--- src/rtl/key_evt_pkg.sv ---
`default_nettype none
// ============================================================================
// Module   : key_evt_pkg
// Brief    : Shared event codes, per-key FSM state encoding and a clog2
//            helper for the key event controller.
// Revision : 1.0 - initial release
// ============================================================================
package key_evt_pkg;

    // Event type codes carried on evt_type
    localparam logic [1:0] EVT_PRESS   = 2'd0;
    localparam logic [1:0] EVT_RELEASE = 2'd1;
    localparam logic [1:0] EVT_LONG    = 2'd2;
    localparam logic [1:0] EVT_REPEAT  = 2'd3;

    // Per-key sequencer states
    typedef enum logic [1:0] {
        ST_IDLE      = 2'd0,
        ST_HELD      = 2'd1,
        ST_LONG_HELD = 2'd2
    } key_state_t;

    // Ceiling log2, never less than 1 so that derived vectors stay legal
    function automatic int clog2(input int value);
        int r;
        r = 0;
        while ((1 << r) < value) begin
            r = r + 1;
        end
        if (r < 1) begin
            r = 1;
        end
        return r;
    endfunction

endpackage
`default_nettype wire

--- src/rtl/key_evt_fsm.sv ---
`default_nettype none
// ============================================================================
// Module   : key_evt_fsm
// Brief    : One key's input registers, press/hold sequencer, hold counter
//            and single-entry pending event slot.
//            Optional macro KEY_EVT_REPEAT_EN enables REPEAT events while the
//            key stays in the long-held state.
// Revision : 1.0 - initial release
// ============================================================================
module key_evt_fsm
    import key_evt_pkg::*;
#(
    parameter int KEY_ACTIVE_LOW = 1,
    parameter int LONG_MS        = 1000,
    parameter int REPEAT_MS      = 200
) (
    input  logic       clk,
    input  logic       rst,
    input  logic       i_key_lvl,
    input  logic       i_tick,
    input  logic       i_grant,
    output logic       o_pend,
    output logic [1:0] o_type,
    output logic       o_ovf
);

    localparam int CNT_W = clog2((LONG_MS > REPEAT_MS) ? LONG_MS : REPEAT_MS);
    localparam logic [CNT_W-1:0] C_LONG_LAST = CNT_W'(LONG_MS - 1);
    localparam logic [CNT_W-1:0] C_CNT_MAX   = '1;
`ifdef KEY_EVT_REPEAT_EN
    localparam logic [CNT_W-1:0] C_REP_LAST  = CNT_W'(REPEAT_MS - 1);
`endif

    logic             r_p;
    logic             r_p_d;
    key_state_t       r_state;
    logic [CNT_W-1:0] r_cnt;
    logic             r_pend;
    logic [1:0]       r_type;

    logic             w_rise;
    logic             w_fall;
    logic             w_post;
    logic [1:0]       w_post_type;

    assign w_rise = r_p & ~r_p_d;
    assign w_fall = ~r_p & r_p_d;

    // Decide whether this cycle posts an event; release wins over a tick
    always_comb begin
        w_post      = 1'b0;
        w_post_type = EVT_PRESS;
        case (r_state)
            ST_IDLE: begin
                if (w_rise) begin
                    w_post      = 1'b1;
                    w_post_type = EVT_PRESS;
                end
            end
            ST_HELD: begin
                if (w_fall) begin
                    w_post      = 1'b1;
                    w_post_type = EVT_RELEASE;
                end else if (i_tick && (r_cnt == C_LONG_LAST)) begin
                    w_post      = 1'b1;
                    w_post_type = EVT_LONG;
                end
            end
            ST_LONG_HELD: begin
                if (w_fall) begin
                    w_post      = 1'b1;
                    w_post_type = EVT_RELEASE;
                end
`ifdef KEY_EVT_REPEAT_EN
                else if (i_tick && (r_cnt == C_REP_LAST)) begin
                    w_post      = 1'b1;
                    w_post_type = EVT_REPEAT;
                end
`endif
            end
            default: begin
                w_post      = 1'b0;
                w_post_type = EVT_PRESS;
            end
        endcase
    end

    // Input sampling, sequencer, hold counter and pending slot
    always_ff @(posedge clk) begin
        if (rst) begin
            r_p     <= 1'b0;
            r_p_d   <= 1'b0;
            r_state <= ST_IDLE;
            r_cnt   <= '0;
            r_pend  <= 1'b0;
            r_type  <= EVT_PRESS;
        end else begin
            r_p   <= (KEY_ACTIVE_LOW != 0) ? ~i_key_lvl : i_key_lvl;
            r_p_d <= r_p;

            case (r_state)
                ST_IDLE: begin
                    if (w_rise) begin
                        r_cnt   <= '0;
                        r_state <= ST_HELD;
                    end
                end
                ST_HELD: begin
                    if (w_fall) begin
                        r_state <= ST_IDLE;
                    end else if (i_tick) begin
                        if (r_cnt == C_LONG_LAST) begin
                            r_cnt   <= '0;
                            r_state <= ST_LONG_HELD;
                        end else if (r_cnt != C_CNT_MAX) begin
                            r_cnt <= r_cnt + 1'b1;
                        end
                    end
                end
                ST_LONG_HELD: begin
                    if (w_fall) begin
                        r_state <= ST_IDLE;
                    end
`ifdef KEY_EVT_REPEAT_EN
                    else if (i_tick) begin
                        if (r_cnt == C_REP_LAST) begin
                            r_cnt <= '0;
                        end else if (r_cnt != C_CNT_MAX) begin
                            r_cnt <= r_cnt + 1'b1;
                        end
                    end
`endif
                end
                default: begin
                    r_state <= ST_IDLE;
                end
            endcase

            // A same-cycle grant consumes the old type; the new post stays pending
            if (w_post) begin
                r_pend <= 1'b1;
                r_type <= w_post_type;
            end else if (i_grant) begin
                r_pend <= 1'b0;
            end
        end
    end

    assign o_pend = r_pend;
    assign o_type = r_type;
    assign o_ovf  = w_post & r_pend & ~i_grant;

endmodule
`default_nettype wire

--- src/rtl/key_event_ctrl.sv ---
`default_nettype none
// ============================================================================
// Module   : key_event_ctrl
// Brief    : Turns debounced key levels into PRESS/RELEASE/LONG/REPEAT events
//            and merges them round-robin onto one valid/ready channel.
//            Optional macro KEY_EVT_REPEAT_EN enables auto-repeat events.
// Revision : 1.0 - initial release
// ============================================================================
module key_event_ctrl
    import key_evt_pkg::*;
#(
    parameter int NUM_KEYS       = 4,
    parameter int KEY_ACTIVE_LOW = 1,
    parameter int TICK_DIV       = 50000,
    parameter int LONG_MS        = 1000,
    parameter int REPEAT_MS      = 200
) (
    input  logic                      clk,
    input  logic                      rst,
    input  logic [NUM_KEYS-1:0]       key_lvl,
    output logic                      evt_valid,
    input  logic                      evt_ready,
    output logic [clog2(NUM_KEYS)-1:0] evt_key,
    output logic [1:0]                evt_type,
    output logic                      evt_ovf
);

    localparam int KEY_W = clog2(NUM_KEYS);
    localparam int PRE_W = clog2(TICK_DIV);
    localparam logic [PRE_W-1:0] C_PRE_LAST = PRE_W'(TICK_DIV - 1);
    localparam logic [KEY_W-1:0] C_KEY_LAST = KEY_W'(NUM_KEYS - 1);

    logic [PRE_W-1:0]    r_presc;
    logic                w_tick;

    logic [NUM_KEYS-1:0] w_pend;
    logic [1:0]          w_type [NUM_KEYS];
    logic [NUM_KEYS-1:0] w_ovf;
    logic [NUM_KEYS-1:0] w_grant;

    logic                w_load;
    logic                w_found;
    logic [KEY_W-1:0]    w_gnt_idx;
    int                  w_scan;

    logic                r_valid;
    logic [KEY_W-1:0]    r_key;
    logic [1:0]          r_type;
    logic                r_ovf;
    logic [KEY_W-1:0]    r_rr;

    assign w_tick = (r_presc == C_PRE_LAST);

    // Shared millisecond time base
    always_ff @(posedge clk) begin
        if (rst) begin
            r_presc <= '0;
        end else if (w_tick) begin
            r_presc <= '0;
        end else begin
            r_presc <= r_presc + 1'b1;
        end
    end

    generate
        for (genvar g = 0; g < NUM_KEYS; g++) begin : g_key
            key_evt_fsm #(
                .KEY_ACTIVE_LOW (KEY_ACTIVE_LOW),
                .LONG_MS        (LONG_MS),
                .REPEAT_MS      (REPEAT_MS)
            ) u_fsm (
                .clk       (clk),
                .rst       (rst),
                .i_key_lvl (key_lvl[g]),
                .i_tick    (w_tick),
                .i_grant   (w_grant[g]),
                .o_pend    (w_pend[g]),
                .o_type    (w_type[g]),
                .o_ovf     (w_ovf[g])
            );
        end
    endgenerate

    // The output register may take a new event when empty or draining now
    assign w_load = ~r_valid | evt_ready;

    // Round-robin search for the first pending key at or after the pointer
    always_comb begin
        w_found   = 1'b0;
        w_gnt_idx = '0;
        w_grant   = '0;
        w_scan    = 0;
        for (int i = 0; i < NUM_KEYS; i++) begin
            w_scan = int'(r_rr) + i;
            if (w_scan >= NUM_KEYS) begin
                w_scan = w_scan - NUM_KEYS;
            end
            if (!w_found && w_pend[w_scan]) begin
                w_found   = 1'b1;
                w_gnt_idx = KEY_W'(w_scan);
            end
        end
        if (w_load && w_found) begin
            w_grant[w_gnt_idx] = 1'b1;
        end
    end

    // Output event register, pointer update and overflow pulse
    always_ff @(posedge clk) begin
        if (rst) begin
            r_valid <= 1'b0;
            r_key   <= '0;
            r_type  <= EVT_PRESS;
            r_ovf   <= 1'b0;
            r_rr    <= '0;
        end else begin
            r_ovf <= |w_ovf;
            if (w_load) begin
                if (w_found) begin
                    r_valid <= 1'b1;
                    r_key   <= w_gnt_idx;
                    r_type  <= w_type[w_gnt_idx];
                    r_rr    <= (w_gnt_idx == C_KEY_LAST) ? '0 : w_gnt_idx + 1'b1;
                end else begin
                    r_valid <= 1'b0;
                end
            end
        end
    end

    assign evt_valid = r_valid;
    assign evt_key   = r_key;
    assign evt_type  = r_type;
    assign evt_ovf   = r_ovf;

endmodule
`default_nettype wire

--- config.mk ---
export PLATFORM = sky130hd
export DESIGN_NAME = key_event_ctrl
export DESIGN_NICKNAME = d
export VERILOG_FILES = /design/src/rtl/key_evt_pkg.sv /design/src/rtl/key_evt_fsm.sv /design/src/rtl/key_event_ctrl.sv
export SDC_FILE = /design/constraint.sdc
export NUM_CORES = 1
export LEC_CHECK = 0
export BUFFER_PORTS_ARGS = -buffer_cell sky130_fd_sc_hd__buf_2
export CAP_MARGIN = 15
export CORE_MARGIN = 2
export CORE_UTILIZATION = 55
export CTS_BUF_LIST = sky130_fd_sc_hd__clkbuf_8 sky130_fd_sc_hd__clkbuf_16
export CTS_CLUSTER_SIZE = 28
export DETAILED_ROUTE_END_ITERATION = 6
export GPL_ROUTABILITY_DRIVEN = 0
export HOLD_SLACK_MARGIN = 0.05
export PLACE_DENSITY_LB_ADDON = 0.25
export SLEW_MARGIN = 20
export SYNTH_ARGS = -nofsm -noshare
export SYNTH_HDL_FRONTEND = slang
export SYNTH_SLANG_ARGS = --single-unit
export TNS_END_PERCENT = 100
--- constraint.sdc ---
create_clock -name clk -period 6.02 [get_ports clk]
set_clock_uncertainty 0.15 [all_clocks]
set_input_delay 0.301 -clock clk [delete_from_list [all_inputs] [get_ports clk]]
set_output_delay 0.301 -clock clk [all_outputs]
set_load 0.01 [all_outputs]
==> flow_summary.yaml <==
yosys:
  ys_ff_latch: 92
  yosysSeqAreaShare_pct: 35.2
  synthMuxAreaShare_pct: 1.72
  synth-compound-area-share_pct: 20.5
  synth_top_family_by_area: "simple AND/OR/NAND/NOR gates"
  synth_xor_area_share_pct: 4.02
  yosys.area_share.simple_pct: 28.2
  synth_fa_ha_area_share_pct: 5.98
  async_reset_ff_share_pct: 0
  syn_area_sq_um: 5230
  synth_fp_nets: 654
  synth_warnings: 0
  synth_cells: 622
  synth_edf_count: 0
  synth_ff_type: "dfxtp_1"
  ys_types: 70
  syn_area_per_cell_sq_um: 8.41
sta:
  rsz0062_at_grt: "false"
  fin_crit_sh_pct: 51.0
  setup_tns_ns: 0
  tightest_slew_ns: 1.05
  setup_violations: 0
  drv_slew: 0
  fin_crit_ns: 3.07
  max_freq_mhz: 326
  max_slew_margin_pct: 29.4
  hold_violations: 0
  whs_ns: 0.313
final_layout:
  regArea_sq_um: 1840
  layout.nets: 655
  final_layout_size_suffix_gt1_share_pct: 6.85
  areaGrowthSynthToFinish_pct: 6.77
  n_antenna_cell: 0
  multi_input_area_sq_um: 3170
  nFillCells: 827
critical_path:
  timing.rr.end: "g_key[0].u_fsm.o_type[1]"
  cp-end-kind: "flop"
  arrival_ns: 3.22
  startpoint_type: "flop"
  rr_startpoint: "r_presc[0]"
  path_max_fanout: 27
  reg2reg_slack_ns: 2.95
  cp_data_required_time_ns: 6.17
  critPathKind: "flop to flop"
  r2r_cells: 6
place:
  io_buffers: 12
  dp_hpwl_microns: 7500
global_route:
  grt_usage_pct: 22.4
  grt_pass1_wl_microns: 18700
  antenna_found_initial: 0
  grt.overflow.total: 0
  grt_max_degree: 47
  grt_pass1_vias: 4109
route:
  post_drt_via_cell_ratio: 5.97
  wl_microns: 10900
  drc: 0
  drtIter0Drc: 230
  routedWlPerCell_microns: 14.4
  ant_nets: 0
  dr.pass1.iters: 5
  vias: 4522
cts:
  clkTransAtPathRegs_ns: 0.09
  cts_max_level: 3
  clockBufferDepth: 2
  cts_tree: "done"
  clk_latency_ns: 0.38
  clk_root_buffer_cell: "clkbuf_8"
  numClockSinks: 92
  numCtsBuffers: 9
floorplan:
  num_rows: 35
  die_w_microns: 102
  fp.coreArea_sq_um: 9240
  ios: 13
  start_util_pct: 56.6
  die_h_microns: 102
  die-area_sq_um: 10300
power:
  internal_power_mw: 1.04
  power.static_leakage_nw: 1.92
  clockPowerShare_pct: 26.1
  sw_frac_of_total_pct: 35.0
  p_per_area_nw_per_um2: 285
  comb_power_share_pct: 29.5
  pwr-share-seq_pct: 44.4
  power_switching_uw: 557
  ir_worst_vdd_uv: 121
job:
  maxCapViolCount: 0
min_path:
  hold_depth: 2
  min_from: "g_key[3].u_fsm.o_type[1]"
  hold_end: "g_key[3].u_fsm.o_type[1]"
  min_path_type: "flop to flop"
status:
  outcome: "completed"
-- per-stage QoR --
step	worst slack [ns]	power (mW)	cell area, sq um	cells	utilization, %
after floorplan	3.53	1.08	5230	622	-
after global placement	2.97	1.16	5350	737	57.8
after detailed placement	2.93	1.18	5350	737	57.9
after CTS	2.90	1.60	5590	757	60.5
after global routing	2.84	1.70	5590	757	60.5
final	2.95	1.59	5590	757	60.5
-- logic make-up (layout without fill, tap and decap cells) --
family / Yosys count / count (layout)
simple gates: 265 / 265
compound gates: 151 / 151
buf+inv: 56 / 62
xor+xnor: 24 / 24
fa+ha+maj: 25 / 25
flops: 92 / 92
mux: 9 / 9
-- Yosys cell counts (4+ instances only) --
| cell | n | area [sq um] |
|---|---|---|
| xor2_1 | 13 | 114 |
| o21a_1 | 8 | 60.1 |
| mux2i_1 | 9 | 90.1 |
| ha_1 | 25 | 313 |
| and3_1 | 10 | 62.6 |
| clkbuf_1 | 23 | 86.3 |
| inv_1 | 29 | 109 |
| nand4_1 | 13 | 81.3 |
| nor2b_1 | 9 | 56.3 |
| dfxtp_1 | 92 | 1840 |
| nand2_1 | 43 | 161 |
| nor3b_1 | 4 | 30.0 |
| xnor2_1 | 11 | 96.3 |
| and4_1 | 6 | 52.6 |
| nor2_1 | 60 | 225 |
| a31oi_1 | 10 | 62.6 |
| or3_1 | 11 | 68.8 |
| nor3_1 | 11 | 55.1 |
| a21oi_1 | 49 | 245 |
| o31ai_1 | 12 | 90.1 |
| o21ai_1 | 5 | 25.0 |
| o21ai_0 | 17 | 85.1 |
| nand3b_1 | 8 | 60.1 |
| or4_1 | 15 | 113 |
| nand2b_1 | 11 | 68.8 |
| o211a_1 | 4 | 40.0 |
| a211oi_1 | 5 | 37.5 |
| nand3_1 | 32 | 160 |
-- power groups by stage --
stage	clock (mW)	combinational (mW)	sequential, mW
2_1_floorplan	0	0.375	0.708
3_3_place_gp	0	0.444	0.716
3_5_place_dp	0	0.458	0.721
4_1_cts	0.430	0.466	0.707
5_1_grt	0.452	0.534	0.715
6_report	0.415	0.470	0.707
-- worst max-delay path, cell delays in order (launching register included) --
cell and delay [ns]:
dfxtp_1 0.39, ha_1 0.22, nand4_1 0.21, or4_2 1.09
a2bb2oi_1 0.30, or4_1 0.48, a21oi_1 0.14
-- worst max path at each step --
| stage | start | end | slack [ns] |
|---|---|---|---|
| CTS | r_presc[0] | g_key[0].u_fsm.o_type[1] | 2.90 |
| finish | r_presc[0] | g_key[0].u_fsm.o_type[1] | 2.95 |
| detailed placement | r_presc[0] | g_key[3].u_fsm.o_type[1] | 2.93 |
| floorplan | r_presc[0] | g_key[2].u_fsm.r_cnt[9] | 3.53 |
| global route | r_presc[0] | g_key[0].u_fsm.o_type[1] | 2.84 |
| global placement | r_presc[0] | g_key[0].u_fsm.o_type[1] | 2.97 |
-- registers in the layout (all words and copies together) (netlist names), 2 cells and up --
register             flops
g_key.u_fsm.r_p          4
g_key.u_fsm.r_p_d        4
r_rr                     2
evt_type                 2
r_presc                 16
g_key.u_fsm.r_cnt       40
g_key.u_fsm.o_type       8
g_key.u_fsm.r_state      8
evt_key                  2
g_key.u_fsm.o_pend       4
-- cell usage in the layout, fill, tap and decap left out, drive strengths merged, types with 5 or more instances in the layout --
cell type,synthesis,layout
nand3,32,32
a31oi,10,10
nor2b,9,9
dfxtp,92,92
nand2,43,43
xor2,13,13
or3b,5,5
xnor2,11,11
o21ai,22,22
and3,10,10
nand4,13,13
a211oi,6,6
o21a,8,8
a21oi,49,49
nor2,62,62
buf,4,13
inv,29,32
nor4,5,5
nand2b,11,11
clkbuf,23,10
mux2i,9,9
nor3,11,11
or4,16,16
or3,11,11
nand3b,8,8
ha,25,25
and4,6,6
o31ai,12,12
-- area by class of cell --
| type | instances | share of cell area [%] |
|---|---|---|
| flip-flops and latches | 92 | 33.0 |
| clock buffers | 10 | 2.46 |
| well taps | 129 | 2.89 |
| multi-input cells | 474 | 56.8 |
| clock inverters | 6 | 1.03 |
| inverters | 29 | 1.95 |
| repair buffers | 17 | 1.93 |
-- repair_timing --
action | CTS | global route
resized for setup | 0 | 0
buffers inserted | 0 | 0
endpoints found under the hold margin | 4 | 0
hold buffers | 4 | 0
-- per-layer routing --
layer	wire [microns]	vias up	global-route usage, %
met2	5000	77	35.7
met3	383	10	4.55
met1	5370	2149	30.1
li1	-	2286	-
met5	0	-	0
met4	152	0	8.21
Power figures use the tool's default switching activity.
